===== config.mk =====
export PLATFORM = sky130hd
export DESIGN_NAME = rotr_seq
export DESIGN_NICKNAME = d
export VERILOG_FILES = /design/src/rtl/rotr_seq.sv
export SDC_FILE = /design/constraint.sdc
export NUM_CORES = 1
export LEC_CHECK = 0
export BUFFER_PORTS_ARGS = -buffer_cell sky130_fd_sc_hd__buf_2
export CORE_ASPECT_RATIO = 1.1
export CORE_MARGIN = 3
export CORE_UTILIZATION = 41
export DETAILED_ROUTE_END_ITERATION = 16
export PLACE_DENSITY = 0.67
export SYNTH_ARGS = -nofsm -noshare
export SYNTH_HDL_FRONTEND = slang
export SYNTH_SLANG_ARGS = --single-unit

===== constraint.sdc =====
create_clock -name clk -period 3.3 [get_ports clk]
set_clock_uncertainty 0.2 [all_clocks]
set_input_delay 0.165 -clock clk [delete_from_list [all_inputs] [get_ports clk]]
set_output_delay 0.165 -clock clk [all_outputs]
set_load 0.005 [all_outputs]

===== src/rtl/rotr_seq.sv =====
// rotr_seq: sequential right-circular rotator.
// One bit per clock in a single shift register, valid/ready on both sides.
module rotr_seq #(
  parameter int WIDTH = 8,
  parameter int AMT_W = $clog2(WIDTH)
) (
  input  logic             clk,
  input  logic             rst,
  input  logic             in_valid,
  output logic             in_ready,
  input  logic [WIDTH-1:0] in_data,
  input  logic [AMT_W-1:0] in_amt,
  output logic             out_valid,
  input  logic             out_ready,
  output logic [WIDTH-1:0] out_data,
  output logic             busy
);

  typedef enum logic [1:0] {
    IDLE  = 2'd0,
    SHIFT = 2'd1,
    DONE  = 2'd2
  } state_t;

  state_t           state_q;
  state_t           state_d;
  logic [WIDTH-1:0] shreg;
  logic [AMT_W-1:0] count;
  logic             accept;
  logic             last;

  assign in_ready  = (state_q == IDLE) && !rst;
  assign accept    = in_valid && in_ready;
  assign last      = (count == AMT_W'(1));
  assign out_valid = (state_q == DONE);
  assign out_data  = shreg;
  assign busy      = (state_q != IDLE);

  // Next-state decode for the three-state control.
  always_comb begin
    state_d = state_q;
    unique case (state_q)
      IDLE: begin
        if (accept) begin
          if (in_amt == '0) begin
            state_d = DONE;
          end else begin
            state_d = SHIFT;
          end
        end
      end
      SHIFT: begin
        if (last) begin
          state_d = DONE;
        end
      end
      DONE: begin
        if (out_ready) begin
          state_d = IDLE;
        end
      end
      default: state_d = IDLE;
    endcase
  end

  // State register; reset wins over everything.
  always_ff @(posedge clk) begin
    if (rst) begin
      state_q <= IDLE;
    end else begin
      state_q <= state_d;
    end
  end

  // Datapath: load on accept, rotate right once per SHIFT cycle.
  always_ff @(posedge clk) begin
    if (rst) begin
      shreg <= '0;
      count <= '0;
    end else begin
      unique case (1'b1)
        (state_q == IDLE) && accept: begin
          shreg <= in_data;
          count <= in_amt;
        end
        (state_q == SHIFT): begin
          shreg <= {shreg[0], shreg[WIDTH-1:1]};
          count <= count - AMT_W'(1);
        end
        default: begin
          shreg <= shreg;
          count <= count;
        end
      endcase
    end
  end

endmodule


* After elaboration in Yosys (flattened, before gate mapping) *
Index checks and enable logic that the tools add are counted.

operators by class
  add/sub/neg operators = 1
  equality and inequality tests = 6
  mux-type cells = 7
  reductions and logical operators = 9

operator list
  operator             number
  $pmux 8 s2           1
  $mux 2               4
  $pmux 2 s3           1
  $pmux 3 s2           1
  $ne 2x2->1 const B   2
  $reduce_bool 2->1    2
  $eq 3x1->1 const B   1
  $logic_and 1x1->1    3
  $logic_not 3->1      1
  $reduce_and 3->1     1
  $sub 3x1->3 const B  1
  $eq 2x1->1 const B   1
  $eq 2x2->1 const B   1
  $logic_not 2->1      1
  $ne 2x1->1 const B   1
  $logic_not 1->1      1

word-level totals
  bits in registers = 13
  input bits = 15
  output and inout bits = 11
  word-level logic and storage cells = 26

* Depth between registers and ports, before layout *
Gate-level depths: netlist of run 1.

  depth after elaboration = 5
  gate-level depth with buffers = 5
  gate-level depth less buffers = 5

* Least setup slack after synthesis of run 1 *
No wires, ideal clock.

  path kind = register to register
  start point = reg state_q[1]
  end point = reg count[0]
  library setup time = 0.121 ns
  arrival = 1.088 ns
  data required time = 2.979 ns
  path slack = 1.891 ns
  stages on the path, launching flop included = 5
  path buffers = 1
  clock period less this slack = 1.409 ns
  cell sequence = dfxtp_1 -> buf_6 -> or4b_4 -> nand3_2 -> a31oi_1

on the way
  word-level cells in the longest chain between the ends = 5
  elaborated cells on any way between the ends = 7
  classes of those cells = 1 x eq/ne; 1 x mux; 5 x reduce/logical

RTL lines
  what                                             RTL line  text
  from (decl)                                      25        state_t state_q;
  from (signal assigned)                           71        state_q <= state_d;
  $logic_not 2->1                                  32, 82
  $logic_and 1x1->1                                32        assign in_ready = (state_q == IDLE) && !rst;
  $logic_and 1x1->1                                33        assign accept = in_valid && in_ready;
  $logic_and 1x1->1                                82        (state_q == IDLE) && accept: begin
  $pmux 3 s2 or $reduce_bool 2->1 (tied branches)  n/a
  to (signal assigned)                             84        count <= in_amt;
  to (signal assigned)                             88        count <= count - AMT_W'(1);
  to (signal assigned)                             92        count <= count;
  to (decl)                                        28        logic [AMT_W-1:0] count;

Several ways; a longest one is shown, not always the timed one.
A chain may end at the register's enable or synchronous reset.

* Worst setup path after layout of run 1 *
  start point = reg state_q[1]
  end point = reg shreg[1] (netlist: out_data[1])

on the way
  word-level cells in the longest chain between the ends = 5
  elaborated cells on any way between the ends = 7
  classes of those cells = 1 x eq/ne; 1 x mux; 5 x reduce/logical

RTL lines
  what                                             RTL line  text
  $logic_not 2->1                                  32, 82
  $logic_and 1x1->1                                32
  $logic_and 1x1->1                                33
  $logic_and 1x1->1                                82
  $pmux 8 s2 or $reduce_bool 2->1 (tied branches)  n/a
  to (signal assigned)                             83        shreg <= in_data;
  to (signal assigned)                             87        shreg <= {shreg[0], shreg[WIDTH-1:1]};
  to (signal assigned)                             91        shreg <= shreg;
  to (decl)                                        27        logic [WIDTH-1:0] shreg;

Several ways; a longest one is shown, not always the timed one.

==> qor.txt, run 1 <==
Post-Synthesis Cells -> 88
CP Cell Sequence -> nand2b_1 > mux2i_1 > a21oi_1
Crit. End Element -> register
Status -> complete, no violations
Reg clk slew, reported paths -> 0.08 ns
IO Count -> 26
Largest net degree at the start of global routing -> 23
Finished Layout Cells -> 135
Reg power frac -> 0.492
Fillers -> 178
Top_reg_cell synth -> dfxtp_1
Logic pwr share -> 0.264
Initial Util -> 0.441
Commonest non-fill, non-tap cell in the layout -> buf_2
DRT Wirelength -> 1840 µm
Pleak -> 0.444 nW
CTS max path bufs -> 2
Final net count -> 135
Asr flop ratio synth -> 0
Cells after DPL -> 124
Crit path kind -> reg -> reg
Die ar. -> 2500 µm²
Setup bufs post-CTS -> 0
R2R Setup Slk -> 1.37 ns
Wire length on met1 -> 881 µm
DRC violations left -> 0
DIE HEIGHT -> 52.2 µm
Most frequent cells in the layout -> buf_2, dfxtp_1, a21oi_1
TritonCTS Sinks -> 13
Final Setup Violations -> 0
Total number of vias -> 760
R2R Path End -> out_data[1]
Seq/Total Area, Yosys -> 0.328
Die width -> 48.0 µm
Hpwl dp -> 1200 µm
DR iter-0 viols -> 14
Routed wl met3 -> 74 µm
DR WL/cell -> 13.6 µm
Net switching power -> 0.000122 W
Root buffer cell -> clkbuf_4
Num CTS Buffers -> 3
Site row count -> 16
Antenna Cells -> 0
Max VDD drop -> 0.000201 V
Syn avg cell area -> 9.03 µm²
Hold endpoint -> out_data[1]
Hold path cells -> 3
FMAX -> 519 MHz
DRT Pass-1 Iters -> 4
Tmin final -> 1.93 ns
Syn Std Cell Area -> 795 µm²
Cell variety after synth -> 33
Slowest cell delay on critical path -> 0.77 ns
Met2 Wirelength -> 880 µm
Vias per cell -> 5.63
Max Slew Vio Count -> 0
CP arrival -> 1.87 ns
Tot GR Track Use -> 0.164
Number of synthesis warnings -> 0
Fraction of layout cells with a size suffix above 1 -> 0.282
Syn Nets -> 105
Reg area -> 260 µm²
Antenna violations before repair -> 0
Area of the core -> 1800 µm²
Post-route ant nets -> 0
Clock group share of total power -> 0.244
Worst-skew pair later-pin latency -> 0.27 ns
Total grt overflow -> 0
WP data required -> 3.24 ns
Critical-path top delay cell -> dfxtp_1
Pwr dens -> 403 nW/µm²
# hold bufs at CTS -> 7
CTS tree -> built
H-tree depth -> 1
Setup_tns -> 0 ns
Port buffer count -> 25
Net Sw Frac -> 0.304
Seq cells post-synth -> 13
First-pass GRT wire length -> 2970 µm
Worst setup SP type -> register
Crit Path Max Fanout -> 19
Cell Int Power -> 0.000280 W
Synth area leaders -> dfxtp_1, mux2i_1, nand2b_1
Max Cap Viol -> 0
Worst r2r src -> state_q[1]
Multi-input gate area -> 469 µm²
Hold Path Class -> in -> reg
Worst-margin pin slew -> 0.685 ns
Synth area leader -> dfxtp_1
Period Utilization, post-route -> 0.584
Vias in the first global route -> 669
Resize count post-CTS -> 0
Final hold vios -> 0
Routability congestion estimate -> 0.758
Synth top area share -> 0.328
CP startpoint -> state_q[1]
Slew headroom -> 0.542
Critical hold path startpoint -> in_data[1]
RSZ-0062 raised after global routing -> false
Post-synth EDFFs -> 0
Worst r2r path cells -> 3
Area Growth Syn to Fin -> 25.4%
Top layer in use -> met3
## how the worst max path moves through the flow
stage                     slack [ns]     endpoint  depth (start not counted)
after floorplan                 1.89     count[0]                          4
after global placement          1.46  out_data[1]                          3
after detailed placement        1.41  out_data[1]                          3
after CTS                       1.37  out_data[1]                          3
after global routing            1.25  out_data[2]                          3
final                           1.37  out_data[1]                          3
## sequential cells by signal, indices dropped and copies added (netlist names)
name and cells:
count 3, out_data 8, state_q 2
## layer usage
layer / up-vias / track usage
met5: - / 0
met4: 0 / 0.0404
met3: 0 / 0.0309
met2: 15 / 0.249
met1: 360 / 0.233
li1: 385 / -
## critical path: cells and delay by family (launching register included)
kind / cells / cell delay [ns]
AO/OA/AOI/OAI: 1 / 0.09
flip-flops: 1 / 0.77
AND/OR/NAND/NOR: 1 / 0.50
multiplexers: 1 / 0.24
## power by group through the flow
stage	logic [W]	clock network (W)	registers, W
6_report	0.000106	0.0000979	0.000198
5_1_grt	0.000120	0.000106	0.000201
4_1_cts	0.000107	0.000102	0.000198
3_5_place_dp	0.0000999	0	0.000200
3_3_place_gp	0.0000985	0	0.000200
2_1_floorplan	0.0000767	0	0.000191
## metrics by stage
stage | hold WS [ns] | cell area (µm²) | worst slack [ns] | power [W] | util
floorplan | 0.125 | 795 | 1.89 | 0.000268 | -
global placement | 0.258 | 900 | 1.46 | 0.000299 | 0.499
detailed placement | 0.261 | 900 | 1.41 | 0.000300 | 0.499
CTS | 0.00171 | 996 | 1.37 | 0.000407 | 0.553
global route | 0.0409 | 996 | 1.25 | 0.000428 | 0.553
finish | 0.00551 | 996 | 1.37 | 0.000401 | 0.553
## cell type report
| cell class | count | area share |
|---|---|---|
| multi-input combinational | 62 | 0.471 |
| inverter | 6 | 0.0226 |
| sequential | 13 | 0.261 |
| tap | 18 | 0.0226 |
| timing repair buffer | 32 | 0.196 |
| clock buffer | 4 | 0.0264 |
## synthesized netlist by cell type, types with 2 or more instances
library cell / number
ha_1: 2
o32ai_1: 2
dfxtp_1: 13
nand2b_1: 9
buf_2: 4
inv_1: 6
nor2_1: 3
and4bb_1: 2
nand2_1: 3
o311ai_0: 6
mux2i_1: 6
a21oi_1: 11
## kinds of logic after synthesis
kind of cell	count (synthesis)	synth area share
simple gates	28	0.250
compound gates	26	0.233
buf+inv	13	0.0819
flops	13	0.328
mux	6	0.0756
fa+ha+maj	2	0.0315
Power figures use the tool's default switching activity.
==> inputs of run 2 (changes only) <==
--- a/config.mk
+++ b/config.mk
@@ -10,7 +10,7 @@
 export CORE_MARGIN = 3
 export CORE_UTILIZATION = 41
 export DETAILED_ROUTE_END_ITERATION = 16
-export PLACE_DENSITY = 0.67
+export PLACE_DENSITY = 0.69
 export SYNTH_ARGS = -nofsm -noshare
 export SYNTH_HDL_FRONTEND = slang
 export SYNTH_SLANG_ARGS = --single-unit
==> constraint.sdc (replaced) <==
create_clock -name clk -period 1.71 [get_ports clk]
set_clock_uncertainty 0.2 [all_clocks]
set_input_delay 0.0855 -clock clk [delete_from_list [all_inputs] [get_ports clk]]
set_output_delay 0.0855 -clock clk [all_outputs]
set_load 0.005 [all_outputs]
==> qor.txt, run 2 (same netlist as run 1, synthesis figures left out) <==
Antenna Cells -> 0 (unchanged)
Crit path kind -> in -> reg
Die width -> 48.0 µm (unchanged)
Crit Path Max Fanout -> 14 (-5)
Crit. End Element -> register
Tot GR Track Use -> 0.184 (+0.0204)
Reg clk slew, reported paths -> 0.08 ns (about the same)
Site row count -> 16 (unchanged)
DRC violations left -> 0 (unchanged)
Vias per cell -> 5.57 (-1.1%)
Hold Path Class -> in -> reg
Post-DP Area -> 957 µm² (+6.4%)
CTS max path bufs -> 2 (unchanged)
DRT Wirelength -> 2040 µm (+11%)
Hpwl dp -> 1410 µm (+17%)
CTS tree -> built
Logic pwr share -> 0.307 (+0.043)
Root buffer cell -> clkbuf_4
DR iter-0 viols -> 20 (+6)
Max Cap Viol -> 0 (unchanged)
FMAX -> 624 MHz
Tmin final -> 1.60 ns
IO Count -> 26 (unchanged)
Net switching power -> 0.000255 W (+110%)
Period Utilization, post-route -> 0.936
CP bufs+invs -> 2 (+2)
Antenna violations before repair -> 0 (unchanged)
Net Sw Frac -> 0.310 (+0.00627)
Num CTS Buffers -> 3 (unchanged)
Worst setup SP type -> input port
Slowest cell delay on critical path -> 0.53 ns (-0.24 ns)
DR WL/cell -> 14.1 µm (+3.3%)
Final hold vios -> 0 (unchanged)
Critical-path top delay cell -> dlygate4sd3_1
Reg power frac -> 0.452 (-0.040)
Cells after DPL -> 130 (+4.8%)
CP top delay family -> buffers and inverters
WHS -> 0.0748 ns (+0.0693 ns)
Total number of vias -> 807 (+6.2%)
Post-route ant nets -> 0 (unchanged)
Commonest non-fill, non-tap cell in the layout -> buf_2
Vias in the first global route -> 787 (+18%)
First-pass GRT wire length -> 3300 µm (+11%)
Routability congestion estimate -> 0.742 (-2.1%)
Die ar. -> 2500 µm² (unchanged)
Area Growth Syn to Fin -> 37.6%
CP Cell Sequence -> dlygate4sd3_1 > buf_2 > nand2b_1 > a21oi_2 > o32ai_1
Most frequent cells in the layout -> buf_2, dfxtp_1, a21oi_1, dlygate4sd3_1, nand2b_1
Total grt overflow -> 0 (unchanged)
Setup bufs post-CTS -> 0 (unchanged)
Max FFs per register -> 8 (unchanged)
Setup_tns -> 0 ns (unchanged)
CP arrival -> 1.55 ns (-0.32 ns)
DRT Pass-1 Iters -> 4 (unchanged)
Status -> complete, no violations
Initial Util -> 0.441 (unchanged)
Slew headroom -> 0.707 (+0.165)
Worst-margin pin slew -> 0.439 ns (-0.246 ns)
Max Slew Vio Count -> 0 (unchanged)
Largest net degree at the start of global routing -> 15 (-35%)
RSZ-0062 raised after global routing -> false
WP data required -> 1.66 ns (-1.58 ns)
Clock group share of total power -> 0.241 (-0.003)
Worst-skew pair later-pin latency -> 0.28 ns (about the same)
H-tree depth -> 1 (unchanged)
Area of the core -> 1800 µm² (unchanged)
Pwr dens -> 751 nW/µm² (+86%)
Final Setup Violations -> 0 (unchanged)
Max VDD drop -> 0.000401 V (+99%)
Finished Layout Cells -> 145 (+7.4%)
Pleak -> 0.497 nW (+12%)
Fraction of layout cells with a size suffix above 1 -> 0.307 (+0.0250)
Port buffer count -> 25 (unchanged)
Final net count -> 145 (+7.4%)
Cell Int Power -> 0.000567 W (+100%)
Final instance area -> 1090 µm² (+9.8%)
DIE HEIGHT -> 52.2 µm (unchanged)
TritonCTS Sinks -> 13 (unchanged)
[run 2: cell count changes in the layout (fill, tap and decap cells not counted)]
cell	previous run	this run
buf_12	0	1
buf_4	0	5
dlygate4sd3_1	7	11
[run 2: worst paths after layout]
kind	cells after the start	slack, ns	from	end
worst max-delay path	5	0.11	rst	out_data[5]
worst min-delay path	3	0.07	in_valid	state_q[0]
worst max register to register	3	0.23	state_q[0]	state_q[0]
worst min register to register	2	0.29	out_data[4]	out_data[4]
[run 2: power by group through the flow]
| stage | sequential, W | clock, W | combinational (W) |
|---|---|---|---|
| 3_3_place_gp | 0.000375 | 0 | 0.000229 |
| 5_1_grt | 0.000377 | 0.000213 | 0.000280 |
| 3_5_place_dp | 0.000379 | 0 | 0.000232 |
| 4_1_cts | 0.000371 | 0.000208 | 0.000253 |
| 2_1_floorplan | 0.000369 | 0 | 0.000148 |
| 6_report | 0.000372 | 0.000198 | 0.000252 |
[run 2: layout make-up]
class	count	area, µm²
inverter	6	22.5
tap	18	22.5
sequential	13	260
fill	165	708
multi-input combinational	62	469
clock buffer	4	26.3
timing repair buffer	42	293
[run 2: through the flow]
stage	setup WS [ns]	utilization	total power [W]
floorplan	0.301	-	0.000518
global placement	0.278	0.531	0.000604
detailed placement	0.248	0.531	0.000611
CTS	0.111	0.607	0.000832
global route	0.0278	0.607	0.000870
finish	0.109	0.607	0.000821
[run 2: repair_timing]
action                                 4_1_cts  5_1_grt
hold buffers                                11        0
endpoints found under the hold margin       11        0
resized for setup                            0        0
[run 2: per-layer routing]
layer / wire (µm) / global-route usage / vias up
met5: 0 / 0 / -
met4: 36 / 0.0807 / 0
met3: 57 / 0.0206 / 4
met2: 980 / 0.302 / 17
met1: 964 / 0.233 / 381
li1: - / - / 405
[run 2: worst min-delay path, stage by stage]
cell	delay (ns)
buf_2	0.16
or3b_1	0.20
a211oi_2	0.07
==> inputs of run 3 (changes only) <==
--- a/config.mk
+++ b/config.mk
@@ -10,7 +10,7 @@
 export CORE_MARGIN = 3
 export CORE_UTILIZATION = 41
 export DETAILED_ROUTE_END_ITERATION = 16
-export PLACE_DENSITY = 0.69
+export PLACE_DENSITY_LB_ADDON = 0.12
 export SYNTH_ARGS = -nofsm -noshare
 export SYNTH_HDL_FRONTEND = slang
 export SYNTH_SLANG_ARGS = --single-unit
==> qor.txt, run 3 (same netlist as run 1, synthesis figures left out) <==
Status -> complete, no violations
CP Cell Sequence -> buf_4 > or2_1 > nor2_1 > buf_2
Cell Int Power -> 0.000563 W (-0.64%)
Routability congestion estimate -> 0.738 (-0.63%)
Hpwl dp -> 1330 µm (-5.6%)
IO Count -> 26 (unchanged)
CP startpoint -> state_q[0]
Final net count -> 145 (unchanged)
Max Cap Viol -> 0 (unchanged)
Fraction of layout cells with a size suffix above 1 -> 0.315 (+0.00787)
CTS max path bufs -> 2 (unchanged)
Worst setup SP type -> register
H-tree depth -> 1 (unchanged)
Commonest non-fill, non-tap cell in the layout -> buf_2
Post-route ant nets -> 0 (unchanged)
Total power -> 0.000813 W (-1.1%)
Max Slew Vio Count -> 0 (unchanged)
Pwr dens -> 742 nW/µm² (-1.2%)
Logic pwr share -> 0.294 (-0.013)
Setup bufs post-CTS -> 0 (unchanged)
Crit. End Element -> output port
Antenna violations before repair -> 0 (unchanged)
Final Setup Violations -> 0 (unchanged)
Initial Util -> 0.441 (unchanged)
DIE HEIGHT -> 52.2 µm (unchanged)
Area of the core -> 1800 µm² (unchanged)
Tmin final -> 1.55 ns (-0.0496 ns)
Setup_tns -> 0 ns (unchanged)
Vias per cell -> 5.44 (-2.2%)
Pleak -> 0.494 nW (-0.71%)
DRC violations left -> 0 (unchanged)
Port buffer count -> 25 (unchanged)
Worst-margin pin slew -> 0.363 ns (-0.0757 ns)
Slew headroom -> 0.757 (+0.0498)
Max VDD drop -> 0.000420 V (+4.8%)
Die ar. -> 2500 µm² (unchanged)
DR iter-0 viols -> 7 (-65%)
Final hold vios -> 0 (unchanged)
Site row count -> 16 (unchanged)
Hold Path Class -> in -> reg
Net Sw Frac -> 0.307 (-0.00317)
Worst r2r src -> state_q[1]
Fillers -> 154 (-6.7%)
CP bufs+invs -> 2 (unchanged)
Largest net degree at the start of global routing -> 17 (+2)
Critical hold path startpoint -> in_valid
Area Growth Syn to Fin -> 37.8%
Post-DP Area -> 957 µm² (unchanged)
Final WS setup -> 0.158 ns (+0.0496 ns)
DRT Pass-1 Iters -> 4 (unchanged)
Clock group share of total power -> 0.244 (+0.003)
Worst-skew pair later-pin latency -> 0.28 ns (about the same)
Antenna Cells -> 0 (unchanged)
Max FFs per register -> 8 (unchanged)
CP top delay family -> flip-flops
Reg power frac -> 0.462 (+0.010)
Most frequent cells in the layout -> buf_2, dfxtp_1, a21oi_1, dlygate4sd3_1, nand2b_1
Crit path kind -> reg -> out
Place WS -> 0.172 ns (-0.0758 ns)
Vias in the first global route -> 661 (-16%)
Slowest cell delay on critical path -> 0.41 ns (-0.12 ns)
R2R Setup Slk -> 0.24 ns (about the same)
Net switching power -> 0.000249 W (-2.1%)
Critical-path top delay cell -> dfxtp_2
RSZ-0062 raised after global routing -> false
First-pass GRT wire length -> 3080 µm (-6.5%)
DR WL/cell -> 13.1 µm (-6.5%)
DRT Wirelength -> 1910 µm (-6.5%)
WP data required -> 1.42 ns (-0.24 ns)
Tot GR Track Use -> 0.173 (-0.0112)
Total number of vias -> 789 (-2.2%)
CP arrival -> 1.27 ns (-0.28 ns)
Crit Path Max Fanout -> 16 (+2)
Root buffer cell -> clkbuf_4
TritonCTS Sinks -> 13 (unchanged)
Total grt overflow -> 0 (unchanged)
Num CTS Buffers -> 3 (unchanged)
Reg clk slew, reported paths -> 0.08 ns (about the same)
FMAX -> 644 MHz (+3.2%)
Period Utilization, post-route -> 0.907 (-0.0290)
Die width -> 48.0 µm (unchanged)
CTS tree -> built
Final instance area -> 1090 µm² (+0.11%)
-- run 3: cell types whose count changed in the layout (fill, tap and decap cells not counted) --
cell,change
dfxtp_1,-1
dfxtp_2,+1
-- run 3: area by class of cell --
class,count,area (µm²),area share
multi-input cells,62,469,0.429
flip-flops and latches,13,262,0.239
repair buffers,42,293,0.267
clock buffers,4,26.3,0.0240
inverters,6,22.5,0.0206
well taps,18,22.5,0.0206
-- run 3: repair_timing --
item | in CTS | in global routing
endpoints found under the hold margin | 11 | 0
hold buffers | 11 | 0
resized for setup | 0 | 1
endpoints found under the setup margin | 0 | 2
-- run 3: layer usage --
metal  wire length, µm  GRT usage  part of all wire
met5                 0          0                 0
met4                10     0.0673            0.0052
met3               104     0.0412             0.055
met2               884      0.242              0.46
met1               907      0.248              0.48
-- run 3: tightest hold or removal path, stage by stage --
cell	delay, ns
buf_2	0.16
or3b_1	0.19
a211oi_2	0.06
-- run 3: final timing paths --
| check | to | cells after the start |
|---|---|---|
| max | in_ready | 4 |
| min | state_q[0] | 3 |
| min reg2reg | out_data[4] | 2 |
| max reg2reg | count[2] | 4 |
-- run 3: per-stage QoR --
stage	instances	hold slack, ns	utilization
6_report	145	0.0594	0.608
5_1_grt	145	0.0497	0.608
4_1_cts	145	0.0599	0.607
3_5_place_dp	130	0.168	0.531
3_3_place_gp	130	0.174	0.531
2_1_floorplan	88	0.0450	-
-- run 3: power groups by stage --
stage	Combinational, W	Clock, W	Sequential, W
floorplan	0.000148	0	0.000369
global placement	0.000219	0	0.000381
detailed placement	0.000220	0	0.000381
CTS	0.000241	0.000203	0.000375
global route	0.000268	0.000219	0.000382
finish	0.000239	0.000198	0.000375
